==> config.mk <==
export PLATFORM = sky130hd
export DESIGN_NAME = caesar_rev_search
export DESIGN_NICKNAME = d
export VERILOG_FILES = /design/src/rtl/caesar_rev_search.sv
export SDC_FILE = /design/constraint.sdc
export NUM_CORES = 1
export LEC_CHECK = 0
export ABC_AREA = 1
export CELL_PAD_IN_SITES_DETAIL_PLACEMENT = 1
export CELL_PAD_IN_SITES_GLOBAL_PLACEMENT = 1
export CORE_ASPECT_RATIO = 1.75
export CORE_MARGIN = 3
export CORE_UTILIZATION = 36
export CTS_BUF_LIST = sky130_fd_sc_hd__clkbuf_16
export DETAILED_ROUTE_END_ITERATION = 7
export PLACE_DENSITY = 0.87
export SETUP_SLACK_MARGIN = 0.05
export SLEW_MARGIN = 20
export SYNTH_ARGS = -nofsm -noshare
export SYNTH_HDL_FRONTEND = slang
export SYNTH_SLANG_ARGS = --single-unit
==> constraint.sdc <==
create_clock -name clk -period 2.4 [get_ports clk]
set_clock_uncertainty 0.15 [all_clocks]
set_input_delay 0.72 -clock clk [delete_from_list [all_inputs] [get_ports clk]]
set_output_delay 0.72 -clock clk [all_outputs]
set_load 0.005 [all_outputs]
==> src/rtl/caesar_rev_search.sv <==
// caesar_rev_search: inverse lookup over the packed 26-entry substitution table.
// Returns the lowest index whose entry equals the query character, with
// valid/ready handshakes on both sides.
//
// Build option: define CAESAR_REV_FAST_EN to compare all entries in parallel
// (one SCAN cycle per query). Without it, SCAN walks one entry per cycle.
module caesar_rev_search #(
  parameter int unsigned N_ENTRIES = 26,
  parameter int unsigned W         = 8
) (
  input  logic                   clk,
  input  logic                   rst,
  input  logic [N_ENTRIES*W-1:0] idx_in,
  input  logic                   in_valid,
  output logic                   in_ready,
  input  logic [W-1:0]           in_char,
  output logic                   out_valid,
  input  logic                   out_ready,
  output logic [4:0]             out_idx,
  output logic                   out_found
);

  localparam logic [1:0] StIdle = 2'd0;
  localparam logic [1:0] StScan = 2'd1;
  localparam logic [1:0] StDone = 2'd2;

  localparam logic [4:0] LastPtr = 5'(N_ENTRIES - 1);

  logic [1:0]             state_q, state_d;
  logic [4:0]             ptr_q, ptr_d;
  logic [W-1:0]           char_q, char_d;
  logic [N_ENTRIES*W-1:0] table_q, table_d;
  logic [4:0]             out_idx_q, out_idx_d;
  logic                   out_found_q, out_found_d;

  // Latched table split into slots; slot 0 is the top W bits.
  logic [W-1:0] entry [N_ENTRIES];

  // Result of the current SCAN cycle's comparison.
  logic       hit;
  logic [4:0] hit_idx;
  logic       scan_last;

  // Unpack the latched table into per-index entries.
  always_comb begin
    for (int unsigned k = 0; k < N_ENTRIES; k++) begin
      entry[k] = table_q[N_ENTRIES*W-1-k*W -: W];
    end
  end

`ifdef CAESAR_REV_FAST_EN
  // Parallel compare; walking downward leaves the lowest matching index.
  always_comb begin
    hit     = 1'b0;
    hit_idx = '0;
    for (int k = int'(N_ENTRIES) - 1; k >= 0; k--) begin
      if (entry[k] == char_q) begin
        hit     = 1'b1;
        hit_idx = 5'(k);
      end
    end
    // The whole table is covered in one cycle, so every SCAN is final.
    scan_last = 1'b1;
  end
`else
  // Serial compare of the slot selected by ptr.
  always_comb begin
    hit       = (entry[ptr_q] == char_q);
    hit_idx   = ptr_q;
    scan_last = (ptr_q == LastPtr);
  end
`endif

  // Next-state and datapath update.
  always_comb begin
    state_d     = state_q;
    ptr_d       = ptr_q;
    char_d      = char_q;
    table_d     = table_q;
    out_idx_d   = out_idx_q;
    out_found_d = out_found_q;

    unique case (state_q)
      StIdle: begin
        if (in_valid) begin
          // Snapshot the table so later idx_in changes cannot affect this query.
          char_d  = in_char;
          table_d = idx_in;
          ptr_d   = '0;
          state_d = StScan;
        end
      end

      StScan: begin
        if (hit) begin
          out_idx_d   = hit_idx;
          out_found_d = 1'b1;
          state_d     = StDone;
        end else if (scan_last) begin
          out_idx_d   = '0;
          out_found_d = 1'b0;
          state_d     = StDone;
        end else begin
`ifndef CAESAR_REV_FAST_EN
          ptr_d = ptr_q + 5'd1;
`endif
        end
      end

      StDone: begin
        // Return to IDLE only; the next query is taken a cycle later.
        if (out_ready) begin
          state_d = StIdle;
        end
      end

      default: begin
        state_d = StIdle;
      end
    endcase
  end

  // State registers with synchronous active-high reset.
  always_ff @(posedge clk) begin
    if (rst) begin
      state_q     <= StIdle;
      ptr_q       <= '0;
      char_q      <= '0;
      table_q     <= '0;
      out_idx_q   <= '0;
      out_found_q <= 1'b0;
    end else begin
      state_q     <= state_d;
      ptr_q       <= ptr_d;
      char_q      <= char_d;
      table_q     <= table_d;
      out_idx_q   <= out_idx_d;
      out_found_q <= out_found_d;
    end
  end

  // Handshake outputs decoded from registered state only.
  always_comb begin
    in_ready  = (state_q == StIdle);
    out_valid = (state_q == StDone);
    out_idx   = out_idx_q;
    out_found = out_found_q;
  end

endmodule

Word-level counts from Yosys, hierarchy flattened
Cells that the tools add are included.
{"block": "totals", "register_bits": 229, "elab_cells": 41}
{"block": "op_classes", "mux": 16, "n_eq_ne": 9, "bitwise": 1, "add_sub_neg": 1, "reduce_logical": 7, "n_lt_le_gt_ge": 1}
{"operator": "8-bit binary-select mux with 5-bit select", "n": 1}
{"operator": "5-bit two-way mux", "n": 5}
{"operator": "8-bit two-way mux", "n": 2}
{"operator": "5-bit one-hot mux with 2 select lines", "n": 1}
{"operator": "8-bit == test", "n": 1}
{"operator": "2-bit two-way mux", "n": 4}
{"operator": "6-bit >= comparator, second input constant", "n": 1}
{"operator": "2-bit inequality test, second input constant", "n": 3}
{"operator": "5-bit NOT with 6-bit output", "n": 1}
{"operator": "2-bit one-hot mux with 3 select lines", "n": 1}
{"operator": "5-bit by 1-bit adder with 5-bit output, second input constant", "n": 1}
{"operator": "5-bit == test, second input constant", "n": 1}
{"operator": "2-bit AND reduction", "n": 2}
{"operator": "4-bit AND reduction", "n": 1}
{"operator": "2-bit nonzero test", "n": 2}
{"operator": "3-bit inequality test, second input constant", "n": 1}
{"operator": "3-bit AND reduction", "n": 1}
{"operator": "2-bit by 1-bit == test with 1-bit output, second input constant", "n": 1}
{"operator": "2-bit == test, second input constant", "n": 1}
{"operator": "2-bit logical NOT", "n": 1}
{"operator": "1-bit two-way mux", "n": 2}
{"operator": "2-bit by 1-bit inequality test with 1-bit output, second input constant", "n": 1}

Longest topological paths before layout
{"block": "depth", "ltp_word": 7, "ltp_mapped": 21, "depth_no_buf": 18}

Worst setup path before layout
No wires, ideal clock.
{"block": "synth_timing", "kind": "reg2reg", "from": "register ptr_q[0], in the netlist hit_idx[0]", "to": "register ptr_q[0], in the netlist hit_idx[0]", "stages_incl_launch_ff": 19, "synth_period_minus_slack_ns": 2.070, "path_slack_ns": 0.330, "arrival_time_ns": 1.807, "required_ns": 2.137, "path_buffers": 3, "cell_sequence": "dfxtp_1 > buf_6 > inv_2 > buf_6 > buf_2 > o21ai_0 > nand3_1 > nand3_1 > nand2_1 > nand2_1 > nand2_1 > nand2_1 > nand2_1 > nor2_1 > nand2_1 > nand3_1 > nand2_1 > nor2_1 > nor2_1"}
{"block": "synth_via", "elab_chain_len": 7, "word_cells_on_any_way": 13, "cone_classes": "add/sub (1); eq/ne (4); mux (6); bitwise (1); reduce/logical (1)"}
{"item": "start, declared", "line_no": "30", "text": "logic [4:0] ptr_q, ptr_d;"}
{"item": "start signal, assigned", "line_no": "134", "text": "ptr_q <= ptr_d;"}
{"item": "5-bit NOT with 6-bit output (implied by the code)", "line_no": "68", "text": "hit = (entry[ptr_q] == char_q);"}
{"item": "8-bit binary-select mux with 5-bit select", "line_no": "68"}
{"item": "8-bit two-way mux (implied by the code) (2 in a row)", "line_no": "68"}
{"item": "8-bit == test", "line_no": "68"}
{"item": "2-bit inequality test (no source line)"}
{"item": "4-bit AND reduction (no source line)"}
Several ways; a longest one is shown, not always the timed one. The select of a mux whose other input is x is not followed.
A chain may end at the register's enable or synchronous reset.

Final worst setup path
{"block": "layout_timing", "from": "register ptr_q[0], in the netlist hit_idx[0]", "to": "register ptr_q[3], in the netlist hit_idx[3]"}
The elaborated chain is that of the path after synthesis.

==> metrics.txt <==
# TYPE chip_impl_metric gauge
chip_impl_info{name="run_status",value="finished, violations left"} 1
chip_impl_info{name="violations",value="negative setup slack"} 1
chip_impl_metric{name="final_nets",unit=""} 2034
chip_impl_metric{name="tritonroute_pass_1_iters",unit=""} 5
chip_impl_info{name="clock_tree_from_tritoncts",value="built"} 1
chip_impl_metric{name="max_slew_margin",unit="%"} 63.0
chip_impl_metric{name="sequential_share_of_the_synthesized_area",unit="%"} 43.8
chip_impl_metric{name="rows",unit=""} 82
chip_impl_metric{name="whs_path_depth",unit=""} 2
chip_impl_metric{name="initial_antenna_violation_count",unit=""} 8
chip_impl_metric{name="holdBufCountCts",unit=""} 0
chip_impl_metric{name="power.ir.vdd_worst",unit="mV"} 0.482
chip_impl_info{name="worst_setup_path_start_kind",value="flip-flop"} 1
chip_impl_metric{name="floorplan.initialDensity",unit="%"} 36.6
chip_impl_metric{name="pwr_dens",unit="nW/µm²"} 719
chip_impl_metric{name="pin_count_of_the_biggest_net_entering_global_routing",unit=""} 88
chip_impl_metric{name="ioPinCount",unit=""} 228
chip_impl_info{name="rsz0062_at_grt",value="true"} 1
chip_impl_info{name="post_synth_most_frequent_cells",value="sky130_fd_sc_hd__nor2_1 (382), sky130_fd_sc_hd__nand2_1 (262), sky130_fd_sc_hd__o21ai_0 (235), sky130_fd_sc_hd__dfxtp_1 (229), sky130_fd_sc_hd__a21oi_1 (116)"} 1
chip_impl_metric{name="grt_remaining_overflow",unit=""} 0
chip_impl_info{name="cpLargestDelayFamily",value="simple AND/OR/NAND/NOR gates"} 1
chip_impl_info{name="ys.flop_type",value="sky130_fd_sc_hd__dfxtp_1"} 1
chip_impl_metric{name="pre_cts_ws",unit="ns"} -0.187
chip_impl_info{name="whs_endpoint",value="entry[18]"} 1
chip_impl_metric{name="r2r_cells",unit=""} 18
chip_impl_metric{name="post-layout-total-power",unit="W"} 0.0109
chip_impl_metric{name="timing.max_cap.violations",unit=""} 0
chip_impl_metric{name="cp_data_arrival_time",unit="ns"} 2.92
chip_impl_metric{name="syn_avg_cell_area",unit="µm²"} 6.62
chip_impl_metric{name="average_wire_length_per_cell_after_detail_routing",unit="µm"} 20.6
chip_impl_metric{name="p_leak",unit="nW"} 6.25
chip_impl_metric{name="drt_iter0_drc",unit=""} 696
chip_impl_metric{name="max_stage_delay",unit="ns"} 0.46
chip_impl_metric{name="ys_ff_latch",unit=""} 229
chip_impl_metric{name="cts.clk_slew.worst_paths",unit="ns"} 0.07
chip_impl_info{name="yosysMostFrequentCell",value="sky130_fd_sc_hd__nor2_1"} 1
chip_impl_metric{name="crit_required",unit="ns"} 2.70
chip_impl_metric{name="period_minus_slack",unit="ns"} 2.61
chip_impl_info{name="root_buffer",value="sky130_fd_sc_hd__clkbuf_16"} 1
chip_impl_metric{name="routed-via-count",unit=""} 11800
chip_impl_metric{name="route.detailed.vias_per_inst",unit=""} 5.35
chip_impl_metric{name="synth.distinct_cells",unit=""} 24
chip_impl_metric{name="syn_inst",unit=""} 1582
chip_impl_metric{name="gp_congestion",unit=""} 0.868
chip_impl_metric{name="critPathBufInv",unit=""} 2
chip_impl_info{name="timing.setup.critical_path_class",value="flip-flop to flip-flop"} 1
chip_impl_metric{name="drt-total-wl",unit="mm"} 45.6
chip_impl_info{name="crit_path_top_delay_cell",value="sky130_fd_sc_hd__dfxtp_4"} 1
chip_impl_metric{name="post_route_cells_drive_above_1_share",unit="%"} 13.2
chip_impl_metric{name="post-route-period-util",unit="%"} 109
chip_impl_info{name="cell_repeated_most_along_the_worst_path",value="sky130_fd_sc_hd__nand2_1"} 1
chip_impl_metric{name="die_width",unit="µm"} 135
chip_impl_info{name="post-synth-top-area-cell",value="sky130_fd_sc_hd__dfxtp_1"} 1
chip_impl_metric{name="synth_largest_type_area_fraction",unit="%"} 43.8
chip_impl_metric{name="synth_async_sr_flop_share",unit="%"} 0
chip_impl_metric{name="finalHoldViolCount",unit=""} 0
chip_impl_metric{name="final_critical_path_setup_slack",unit="ns"} -0.214
chip_impl_metric{name="cts-htree-levels",unit=""} 1
chip_impl_metric{name="floorplan.core_area",unit="µm²"} 28600
chip_impl_metric{name="die-area",unit="µm²"} 31300
chip_impl_metric{name="cts_inserted_buffers",unit=""} 22
chip_impl_metric{name="first_global_vias",unit=""} 12200
chip_impl_info{name="critPathCaptureType",value="flip-flop"} 1
chip_impl_metric{name="synth_to_final_area_change",unit="%"} 44.2
chip_impl_metric{name="crit_path_max_fanout",unit=""} 7
chip_impl_metric{name="portBuffers",unit=""} 227
chip_impl_metric{name="die_height",unit="µm"} 232
chip_impl_metric{name="first_pass_grt_wire_length",unit="mm"} 65.4
chip_impl_metric{name="dpl.hpwl",unit="mm"} 29.5
chip_impl_metric{name="setup_violations",unit=""} 13
chip_impl_metric{name="synth.yosys.warnings",unit=""} 0
chip_impl_metric{name="final_max_slew_viol_count",unit=""} 0
chip_impl_info{name="synth_top_cells_by_area",value="sky130_fd_sc_hd__dfxtp_1 (44%), sky130_fd_sc_hd__nor2_1 (14%), sky130_fd_sc_hd__o21ai_0 (11%)"} 1
chip_impl_metric{name="drc_errors",unit=""} 0
chip_impl_metric{name="synth.cell_area",unit="µm²"} 10500
chip_impl_metric{name="grt_use_total",unit="%"} 26.6
chip_impl_metric{name="final_antenna_net_count",unit=""} 0
chip_impl_info{name="hold_wc_startpoint",value="entry[18]"} 1
chip_impl_metric{name="max_slew.worst_pin.slew",unit="ns"} 0.549
chip_impl_metric{name="clock_tree_buf_depth",unit=""} 3
chip_impl_metric{name="synth_enable_flop_cells",unit=""} 0
chip_impl_info{name="min-delay-path-class",value="flip-flop to flip-flop"} 1
chip_impl_info{name="regToRegStartpoint",value="hit_idx[0]"} 1
chip_impl_metric{name="cts_sink_count",unit=""} 229
chip_impl_info{name="timing.critical_path.cells",value="buf_6, buf_12, nor2_1, nor2_1, nand2_1, a21oi_1, nor2_4, nand2_2, nand2_1, nand2_1, nand2_1, nand2_2, nor2_1, nand2_1, nand3_2, nand2_4, nor2_4, nor2_1"} 1
chip_impl_metric{name="clk-insertion-delay-late",unit="ns"} 0.53
chip_impl_metric{name="clock.fmax",unit="MHz"} 382
chip_impl_metric{name="flop2flop_setup_slack",unit="ns"} -0.21
chip_impl_info{name="critical_path.reg2reg.endpoint",value="hit_idx[3]"} 1
chip_impl_metric{name="syn_nets",unit=""} 1804
worst max path at each step:
stage | from | end | slack [ns] | cells after the start
final | hit_idx[0] | hit_idx[3] | -0.21 | 18
after global routing | hit_idx[0] | hit_idx[0] | -0.32 | 18
after CTS | hit_idx[0] | hit_idx[0] | -0.04 | 18
after detailed placement | hit_idx[0] | hit_idx[0] | -0.19 | 15
after global placement | hit_idx[0] | hit_idx[0] | -0.16 | 15
after floorplan | hit_idx[0] | hit_idx[0] | 0.33 | 18
worst reg2reg max path, cell delays in order, from the launching register on:
cell                      delay [ns]
sky130_fd_sc_hd__dfxtp_4        0.46
sky130_fd_sc_hd__buf_6          0.18
sky130_fd_sc_hd__buf_12         0.13
sky130_fd_sc_hd__nor2_1         0.06
sky130_fd_sc_hd__nor2_1         0.16
sky130_fd_sc_hd__nand2_1        0.08
sky130_fd_sc_hd__a21oi_1        0.27
sky130_fd_sc_hd__nor2_4         0.07
sky130_fd_sc_hd__nand2_2        0.11
sky130_fd_sc_hd__nand2_1        0.07
sky130_fd_sc_hd__nand2_1        0.06
sky130_fd_sc_hd__nand2_1        0.05
sky130_fd_sc_hd__nand2_2        0.10
sky130_fd_sc_hd__nor2_1         0.05
sky130_fd_sc_hd__nand2_1        0.11
sky130_fd_sc_hd__nand3_2        0.12
sky130_fd_sc_hd__nand2_4        0.15
sky130_fd_sc_hd__nor2_4         0.04
sky130_fd_sc_hd__nor2_1         0.12
where the power goes:
group / internal (W) / total (W) / switching, W
Sequential: 0.00413 / 0.00432 / 0.000185
Combinational: 0.00127 / 0.00298 / 0.00171
Clock: 0.00196 / 0.00356 / 0.00160
what timing repair did:
item                       CTS  global route
gates cloned                 8             9
hold endpoints to repair     0             0
resized for setup           82            70
pin swaps                   27            57
setup buffers                6             4
setup endpoints to repair   15            13
cells by family after synthesis:
| group | synth area share [%] |
|---|---|
| AOI/OAI and AO/OA | 17.3 |
| adders and majority gates | 0.239 |
| buffers and inverters | 9.71 |
| DFF | 43.8 |
| and+or+nand+nor | 29.0 |
layer usage:
layer / global-route usage, % / vias to the layer above / routed length (µm)
met4: 15.2 / 0 / 2950
met5: 0 / - / 0
met1: 28.0 / 5738 / 16300
li1: - / 5518 / -
met3: 3.37 / 157 / 2060
met2: 50.0 / 423 / 24300
sequential cells by signal (all words and copies together), names as in the netlist:
name and flops:
hit_idx 5, char_q 8, out_found 1, out_idx 5
entry 208, state_q 2
layout by cell type (no fill, tap or decap), types with 3 or more instances in the layout:
cell | synthesis | routed
sky130_fd_sc_hd__nand3_1 | 109 | 85
sky130_fd_sc_hd__o21ai_1 | 4 | 12
sky130_fd_sc_hd__nand3_2 | 1 | 25
sky130_fd_sc_hd__a21oi_1 | 116 | 105
sky130_fd_sc_hd__nand4_1 | 6 | 6
sky130_fd_sc_hd__clkbuf_16 | 0 | 31
sky130_fd_sc_hd__nor2_4 | 1 | 10
sky130_fd_sc_hd__o211ai_1 | 3 | 3
sky130_fd_sc_hd__nand2_2 | 0 | 31
sky130_fd_sc_hd__clkdlybuf4s50_1 | 0 | 225
sky130_fd_sc_hd__buf_16 | 0 | 8
sky130_fd_sc_hd__inv_2 | 3 | 4
sky130_fd_sc_hd__nor2_1 | 382 | 355
sky130_fd_sc_hd__nor2_2 | 1 | 19
sky130_fd_sc_hd__buf_4 | 6 | 48
sky130_fd_sc_hd__diode_2 | 0 | 9
sky130_fd_sc_hd__nand2_1 | 262 | 229
sky130_fd_sc_hd__clkinv_2 | 0 | 6
sky130_fd_sc_hd__dfxtp_1 | 229 | 226
sky130_fd_sc_hd__inv_1 | 110 | 108
sky130_fd_sc_hd__a21oi_2 | 0 | 9
sky130_fd_sc_hd__buf_6 | 16 | 6
sky130_fd_sc_hd__buf_12 | 0 | 22
sky130_fd_sc_hd__o21ai_0 | 235 | 224
area by class of cell:
| type | count | area, µm² |
|---|---|---|
| sequential | 229 | 4590 |
| tap | 378 | 473 |
| multi-input combinational | 1126 | 5290 |
| clock inverter | 16 | 138 |
| clock buffer | 23 | 576 |
| fill | 3565 | 13500 |
| inverter | 114 | 450 |
| timing repair buffer | 319 | 3560 |
| antenna | 9 | 22.5 |
stage by stage:
step / util, % / hold slack (ns) / TNS (ns) / cell area (µm²) / instances
floorplan: - / 0.274 / 0 / 10500 / 1582
finish: 52.7 / 0.301 / -1.90 / 15100 / 2214
detailed placement: 46.8 / 0.292 / -1.77 / 13400 / 2139
global placement: 46.8 / 0.288 / -1.12 / 13400 / 2139
CTS: 51.0 / 0.302 / -0.0355 / 14600 / 2192
global route: 52.7 / 0.317 / -3.24 / 15100 / 2213
(Power assumes the default switching activity.)
